### src/rtl/stf_preamble_inserter_pkg.sv
// Shared definitions for the STF preamble inserter: settings-bus register
// offsets, CTRL bit positions, FSM state encodings and an address helper.
package stf_preamble_inserter_pkg;

  localparam int SR_CTRL     = 0;
  localparam int SR_PAT_DATA = 1;
  localparam int SR_PAT_PTR  = 2;

  localparam int CTRL_EN_BIT   = 4;
  localparam int CTRL_REPS_MSB = 3;
  localparam int CTRL_REPS_W   = 4;

  typedef enum logic [1:0] {
    ST_IDLE     = 2'd0,
    ST_PREAMBLE = 2'd1,
    ST_PAYLOAD  = 2'd2
  } state_e;

  function automatic logic [7:0] sr_addr(input int base, input int offset);
    return 8'(base + offset);
  endfunction

endpackage

### src/rtl/stf_preamble_inserter_pattern_ram.sv
// Short-symbol pattern store: 2^ADDR_W x WIDTH registers, written from the
// settings bus through an auto-incrementing write pointer, read asynchronously.
// Ports:
//   clk, aresetn               clock, synchronous active-low reset
//   set_stb/set_addr/set_data  settings bus (PAT_DATA and PAT_PTR decoded here)
//   rd_addr / rd_data          asynchronous read port
module stf_preamble_inserter_pattern_ram
  import stf_preamble_inserter_pkg::*;
#(
  parameter int BASE   = 0,
  parameter int WIDTH  = 32,
  parameter int ADDR_W = 4
) (
  input  logic              clk,
  input  logic              aresetn,
  input  logic              set_stb,
  input  logic [7:0]        set_addr,
  input  logic [31:0]       set_data,
  input  logic [ADDR_W-1:0] rd_addr,
  output logic [WIDTH-1:0]  rd_data
);

  localparam int DEPTH = 1 << ADDR_W;

  logic [WIDTH-1:0]  mem_q [DEPTH];
  logic [ADDR_W-1:0] wptr_q;

  always_ff @(posedge clk) begin
    if (!aresetn) begin
      for (int k = 0; k < DEPTH; k++) mem_q[k] <= '0;
      wptr_q <= '0;
    end else if (set_stb) begin
      if (set_addr == sr_addr(BASE, SR_PAT_DATA)) begin
        mem_q[wptr_q] <= set_data[WIDTH-1:0];
        wptr_q        <= wptr_q + ADDR_W'(1);
      end else if (set_addr == sr_addr(BASE, SR_PAT_PTR)) begin
        wptr_q <= set_data[ADDR_W-1:0];
      end
    end
  end

  assign rd_data = mem_q[rd_addr];

endmodule

### src/rtl/stf_preamble_inserter.sv
// Prepends a programmable repeated short training sequence to every
// AXI-stream packet of IQ samples ({I[31:16],Q[15:0]}).
// Ports:
//   clk, aresetn, clear        clock, sync active-low reset, sync soft clear
//   set_stb/set_addr/set_data  settings bus (CTRL decoded here)
//   i_t*                       payload stream in
//   o_t*                       preamble + payload stream out
//
// state       | meaning
// ST_IDLE     | waiting for first sample; latches effective repetition count
// ST_PREAMBLE | emitting pattern[idx] for eff_reps symbols
// ST_PAYLOAD  | combinational pass-through until i_tlast transfers
module stf_preamble_inserter
  import stf_preamble_inserter_pkg::*;
#(
  parameter int BASE         = 0,
  parameter int WIDTH        = 32,
  parameter int SYM_LEN_LOG2 = 4,
  parameter int DEF_REPS     = 10
) (
  input  logic             clk,
  input  logic             aresetn,
  input  logic             clear,
  input  logic             set_stb,
  input  logic [7:0]       set_addr,
  input  logic [31:0]      set_data,
  input  logic [WIDTH-1:0] i_tdata,
  input  logic             i_tlast,
  input  logic             i_tvalid,
  output logic             i_tready,
  output logic [WIDTH-1:0] o_tdata,
  output logic             o_tlast,
  output logic             o_tvalid,
  input  logic             o_tready
);

  localparam logic [SYM_LEN_LOG2-1:0] IDX_MAX = '1;

  state_e                   state_q, state_d;
  logic [SYM_LEN_LOG2-1:0]  idx_q, idx_d;
  logic [CTRL_REPS_W-1:0]   rep_q, rep_d;
  logic [CTRL_REPS_W-1:0]   eff_reps_q, eff_reps_d;
  logic                     enable_q;
  logic [CTRL_REPS_W-1:0]   reps_q;
  logic [CTRL_REPS_W-1:0]   eff_sel;
  logic [WIDTH-1:0]         pat_rd;
  logic                     unused_set_data;

  assign unused_set_data = ^set_data[31:CTRL_EN_BIT+1];

  always_ff @(posedge clk) begin
    if (!aresetn) begin
      enable_q <= 1'b1;
      reps_q   <= CTRL_REPS_W'(DEF_REPS);
    end else if (set_stb && set_addr == sr_addr(BASE, SR_CTRL)) begin
      enable_q <= set_data[CTRL_EN_BIT];
      reps_q   <= set_data[CTRL_REPS_MSB:0];
    end
  end

  stf_preamble_inserter_pattern_ram #(
    .BASE   (BASE),
    .WIDTH  (WIDTH),
    .ADDR_W (SYM_LEN_LOG2)
  ) u_pattern_ram (
    .clk      (clk),
    .aresetn  (aresetn),
    .set_stb  (set_stb),
    .set_addr (set_addr),
    .set_data (set_data),
    .rd_addr  (idx_q),
    .rd_data  (pat_rd)
  );

  // Disabled insertion behaves exactly like a zero repetition count.
  assign eff_sel = enable_q ? reps_q : '0;

  always_ff @(posedge clk) begin
    if (!aresetn || clear) begin
      state_q    <= ST_IDLE;
      idx_q      <= '0;
      rep_q      <= '0;
      eff_reps_q <= '0;
    end else begin
      state_q    <= state_d;
      idx_q      <= idx_d;
      rep_q      <= rep_d;
      eff_reps_q <= eff_reps_d;
    end
  end

  always_comb begin
    state_d    = state_q;
    idx_d      = idx_q;
    rep_d      = rep_q;
    eff_reps_d = eff_reps_q;
    o_tdata    = '0;
    o_tlast    = 1'b0;
    o_tvalid   = 1'b0;
    i_tready   = 1'b0;
    case (state_q)
      ST_IDLE: begin
        // Decision cycle only; the waiting sample is left on the input.
        if (i_tvalid) begin
          eff_reps_d = eff_sel;
          idx_d      = '0;
          rep_d      = '0;
          state_d    = (eff_sel != '0) ? ST_PREAMBLE : ST_PAYLOAD;
        end
      end
      ST_PREAMBLE: begin
        o_tdata  = pat_rd;
        o_tvalid = 1'b1;
        if (o_tready) begin
          idx_d = idx_q + SYM_LEN_LOG2'(1);
          if (idx_q == IDX_MAX) begin
            rep_d = rep_q + CTRL_REPS_W'(1);
            if (rep_q == eff_reps_q - CTRL_REPS_W'(1)) state_d = ST_PAYLOAD;
          end
        end
      end
      ST_PAYLOAD: begin
        o_tdata  = i_tdata;
        o_tlast  = i_tlast;
        o_tvalid = i_tvalid;
        i_tready = o_tready;
        if (i_tvalid && o_tready && i_tlast) state_d = ST_IDLE;
      end
      default: state_d = ST_IDLE;
    endcase
  end

endmodule

### config.mk
export PLATFORM = sky130hd
export DESIGN_NAME = stf_preamble_inserter
export DESIGN_NICKNAME = d
export VERILOG_FILES = /design/src/rtl/stf_preamble_inserter_pkg.sv /design/src/rtl/stf_preamble_inserter_pattern_ram.sv /design/src/rtl/stf_preamble_inserter.sv
export SDC_FILE = /design/constraint.sdc
export NUM_CORES = 1
export LEC_CHECK = 0
export ABC_CLOCK_PERIOD_IN_PS = 13100
export BUFFER_PORTS_ARGS = -buffer_cell sky130_fd_sc_hd__buf_2
export CAP_MARGIN = 0
export CELL_PAD_IN_SITES_DETAIL_PLACEMENT = 0
export CELL_PAD_IN_SITES_GLOBAL_PLACEMENT = 1
export CORE_MARGIN = 1
export CORE_UTILIZATION = 56
export CTS_CLUSTER_DIAMETER = 80
export CTS_CLUSTER_SIZE = 24
export DETAILED_ROUTE_END_ITERATION = 7
export PLACE_DENSITY_LB_ADDON = 0.1
export SKIP_CTS_REPAIR_TIMING = 1
export SLEW_MARGIN = 20
export SYNTH_ARGS = -nofsm -noshare
export SYNTH_HDL_FRONTEND = slang
export SYNTH_SLANG_ARGS = --single-unit
### constraint.sdc
create_clock -name clk -period 13.1 [get_ports clk]
set_input_delay 1.31 -clock clk [delete_from_list [all_inputs] [get_ports clk]]
set_output_delay 1.31 -clock clk [all_outputs]
set_load 0.02 [all_outputs]
* Word-level counts from Yosys, hierarchy flattened
Memories as Yosys holds them, arrays and structs flattened. A register that Yosys moved wholly into a read port is not among the register bits.
Cells that the tools add are included.
** Operators by class
- Add/sub/neg operators :: 4
- Equal/unequal tests :: 11
- Muxes and demuxes :: 30
- Reduce and logical (&&, ||, !) cells :: 16
** Operator list (number)
- $pmux W32 S2 :: 1
- $mux W4 :: 10
- $mux W32 :: 1
- $reduce_or A32 Y1 :: 1
- $pmux W4 S2 :: 2
- $add A4 B1 Y4 const B :: 3
- $mux W2 :: 6
- $ne A2 B2 Y1 const B :: 5
- $eq A8 B1 Y1 const B :: 1
- $eq A8 B2 Y1 const B :: 1
- $logic_not A8 Y1 :: 1
- $mux W1 :: 8
- $pmux W2 S3 :: 1
- $reduce_and A5 Y1 :: 1
- $eq A4 B4 Y1 :: 1
- $eq A4 B4 Y1 const B :: 1
- $reduce_and A2 Y1 :: 2
- $reduce_and A4 Y1 :: 1
- $reduce_bool A2 Y1 :: 2
- $reduce_bool A4 Y1 :: 1
- $sub A4 B1 Y4 const B :: 1
- $logic_and A1 B1 Y1 :: 3
- $reduce_and A3 Y1 :: 1
- $eq A2 B1 Y1 const B :: 1
- other kinds (5) :: 5
** Storage, ports and cells
- Bits in registers :: 23
- Bits in writable memories :: 512
- Bits of input ports :: 79
- Output and inout bits :: 35
- Memories kept :: 1
** Memories
- u_pattern_ram.mem_q :: depth 16, width 32, read ports 1, clocked after memory_dff 1, write ports 16, line stf_preamble_inserter_pattern_ram.sv:25 : logic [WIDTH-1:0] mem_q [DEPTH];

* Depth between registers and ports, before layout
- Word-level depth :: 7
- Gate-level depth with buffers :: 8

* Modules after synthesis
Synthesis repeated with hierarchy kept, for this count alone.
** Second synthesis, totals
- Cell total of the unflattened synthesis :: 1653
- Area total of the unflattened synthesis :: 24803.8 um^2
** Modules (own cells, without submodules)
- stf_preamble_inserter_pattern_ram :: instances 1, cells an instance 1459, area an instance 23279.8 um^2, sequential area each 15454.8 um^2
- stf_preamble_inserter :: instances 1, cells an instance 194, area an instance 1524.0 um^2, sequential area each 380.4 um^2

* Least setup slack after synthesis
Ideal clock, no wire load.
- Path kind :: input to register
- From :: input port set_addr[3]
- To :: memory u_pattern_ram.mem_q[0][0], enable pin
- Library setup time :: 466 ps
- Data arrival time :: 4726 ps
- Required time :: 12634 ps
- Path slack :: 7908 ps
- Stages :: 5
- Buffers on the path :: 1
- Cell sequence :: nor4_4 -> nand2_2 -> or4b_1 -> buf_6 -> o21ai_0
** RTL lines
- from (decl) :: line stf_preamble_inserter.sv:25 : input logic [7:0] set_addr,
- to (decl) :: line stf_preamble_inserter_pattern_ram.sv:25

==> flow_summary.json <==
{
  "critPathArrivalTime_ns": 4.45,
  "routed_wl_um": 65610,
  "cts.sinks": 539,
  "fillers": 3366,
  "die_w_um": 214.8,
  "ios": 114,
  "period_needed_ns": 5.762,
  "ys_types": 45,
  "grt_use_total": 0.2859,
  "hold_violations": 0,
  "cp_max_fo": 99,
  "async_flop_share": 0,
  "grt_max_degree": 103,
  "setup_ws_ns": 7.338,
  "drive_above_1_share": 0.2268,
  "syn-num-nets": 1873,
  "seq_area_mm2": 0.01593,
  "start_util": 0.5708,
  "clk_pin_slew_ns": 0.10,
  "diodes": 0,
  "synthToLayoutAreaGrowth_pct": 7.822,
  "place_area_mm2": 0.02644,
  "critical_path_class": "flop to output pin",
  "power.density_mw_per_mm2": 115.1,
  "synth_common_cells": "512 x edfxtp_1, 355 x and2_1, 129 x and3_1",
  "wl_per_cell_um": 27.19,
  "gp_congestion": 0.8026,
  "fin_skew_ns": 0.01386,
  "hold_class": "flop to flop",
  "drt-pass1-iter-count": 5,
  "cap_viol_max_count": 0,
  "multiInputGateArea_mm2": 0.008830,
  "dpl.hpwl_um": 38910,
  "drtIter0Drc": 1596,
  "synth_seq_cells": 539,
  "clk_latency_ns": 0.60,
  "vias_per_cell": 6.258,
  "drtAntennaViolNets": 0,
  "rsz0062_at_grt": "false",
  "clockPowerShare": 0.321,
  "hold_depth": 2,
  "synth_edf_count": 512,
  "synthFlopType": "edfxtp_1",
  "final-setup-viol-count": 0,
  "ys_seq_area_frac": 0.6277,
  "cts_buffers": 29,
  "fin_setup_tns_ns": 0,
  "vdd_drop_max_v": 0.00009430,
  "clk_path_buf_depth": 3,
  "p_seq_frac": 0.619,
  "p_int_uw": 2436,
  "die_h_um": 214.8,
  "numPortBuffers": 113,
  "slew_violations": 0,
  "rr_worst_depth": 6,
  "drcViolationCount": 0,
  "cts-root-buf": "clkbuf_16",
  "status": "finished clean",
  "vias": 15101,
  "grt_pass1_vias": 15108,
  "overflow": 0,
  "synth_top_area_share": 0.6064,
  "synth_cells": 1784,
  "worst_ep_required_time_ns": 11.79,
  "synthesis.area_mm2": 0.02535,
  "endpoint_kind": "output pin",
  "design.core.area_mm2": 0.04441,
  "ys.warnings.count": 0,
  "yosys.area.top_type": "edfxtp_1",
  "switchingPower_uw": 709.1,
  "power_frac_comb": 0.059,
  "max_slew_margin": 0.2803,
  "cp-start-kind": "flop",
  "finalNetCount": 1890,
  "synthTopCellsByArea": "edfxtp_1 61%, and2_1 8.8%, mux4_2 6.8%",
  "worst_pin_slew_ns": 1.080,
  "grt_pass1_wl_um": 97370,
  "p_leak_uw": 0.01007,
  "pre_cts_ws_ns": 7.910,
  "tritoncts": "built",
  "antenna_found_initial": 2,
  "fin_crit_sh": 0.4399,
  "std_cell_rows": 77,
  "final_area_mm2": 0.02734,
  "swShare": 0.2255,
  "yosysMostFrequentCell": "edfxtp_1",
  "syn_area_per_cell_um2": 14.21,
  "fmax_mhz": 173.5,
  "cts.htree.levels": 1,
  "dieArea_mm2": 0.04613
}
## metrics by stage
step	hold WS, ns	power, uW	utilization	cells
final	0.4721	3145	0.6155	2413
after global routing	0.4953	3231	0.6155	2413
after CTS	0.4723	3158	0.6155	2413
after detailed placement	0.4610	2174	0.5954	2362
after global placement	0.4577	2165	0.5926	2357
after floorplan	0.4444	2088	-	1784
## critical path: stages (launching register included)
cell and delay, ns:
dfxtp_4 0.78, buf_4 0.75, buf_12 0.63, mux4_2 0.65, mux2_2 0.32, a221o_1 0.33
buf_2 0.16
## path summary, 6_finish.rpt
check	startpoint	end	slack (ns)
setup / recovery	flop	o_tdata[9]	7.34
hold / removal	eff_reps_q[3]$_SDFFE_PP0P_	eff_reps_q[3]$_SDFFE_PP0P_	0.47
setup reg to reg	u_pattern_ram.wptr_q[0]$_SDFFE_PN0P_	u_pattern_ram.mem_q[10][8]$_SDFFCE_PN0P_	10.13
hold reg to reg	eff_reps_q[3]$_SDFFE_PP0P_	eff_reps_q[3]$_SDFFE_PP0P_	0.47
## layer usage
metal | wire length (um) | GRT usage
met4 | 1773 | 0.08452
met5 | 0 | 0
met2 | 31980 | 0.4749
met1 | 27530 | 0.3982
met3 | 4321 | 0.03496
## layout make-up
class / instances / share of cell area
sequential: 539 / 0.5826
tap: 592 / 0.02710
clock buffer: 38 / 0.02778
inverter: 7 / 0.0009612
multi-input combinational: 1077 / 0.3230
timing repair buffer: 147 / 0.03369
clock inverter: 13 / 0.004852
## kinds of logic (layout without fill, tap and decap cells)
kind of cell / Yosys count / after routing / share of synthesized area
simple gates: 645 / 645 / 0.1556
flops: 539 / 539 / 0.6277
mux: 223 / 223 / 0.1294
compound gates: 190 / 190 / 0.04851
buf+inv: 168 / 205 / 0.03075
fa+ha+maj: 10 / 10 / 0.004935
xor+xnor: 9 / 9 / 0.003109
## placed cells by master (no fill, tap or decap), types with 6 or more instances in the layout
cell       count
buf_2        113
nor2_1        16
nand2_1       25
nor2_2         8
and2_2        34
mux2_2        78
o21bai_1      27
nor2b_1        8
mux2i_1       69
o22ai_1       26
dfxtp_1       24
nand3_1        9
nand4_1        6
o21ai_0       38
a221o_1       26
buf_4         28
and3_1       129
edfxtp_1     512
nor3_1        29
o21ai_4       12
mux4_2        76
inv_1          7
and2_1       354
clkbuf_16     29
a21oi_1       47
clkbuf_1       9
ha_1          10
## flip-flops by register name, summed over array words and instances, names as in the netlist, named ones only
| name | flops |
|---|---|
| u_pattern_ram.mem_q | 512 |
| state_q | 2 |
| u_pattern_ram.wptr_q | 4 |
| idx_q | 4 |
| rep_q | 4 |
| eff_reps_q | 4 |
| enable_q | 1 |
| reps_q | 4 |
## power by group through the flow
stage	Clock, uW	Sequential, uW	Combinational (uW)
detailed placement	0	1990	187
finish	1010	1950	187
floorplan	0	1980	104
global route	1080	1950	198
CTS	1020	1950	188
global placement	0	1980	180
Note: power is estimated with default switching activity, not from simulation.
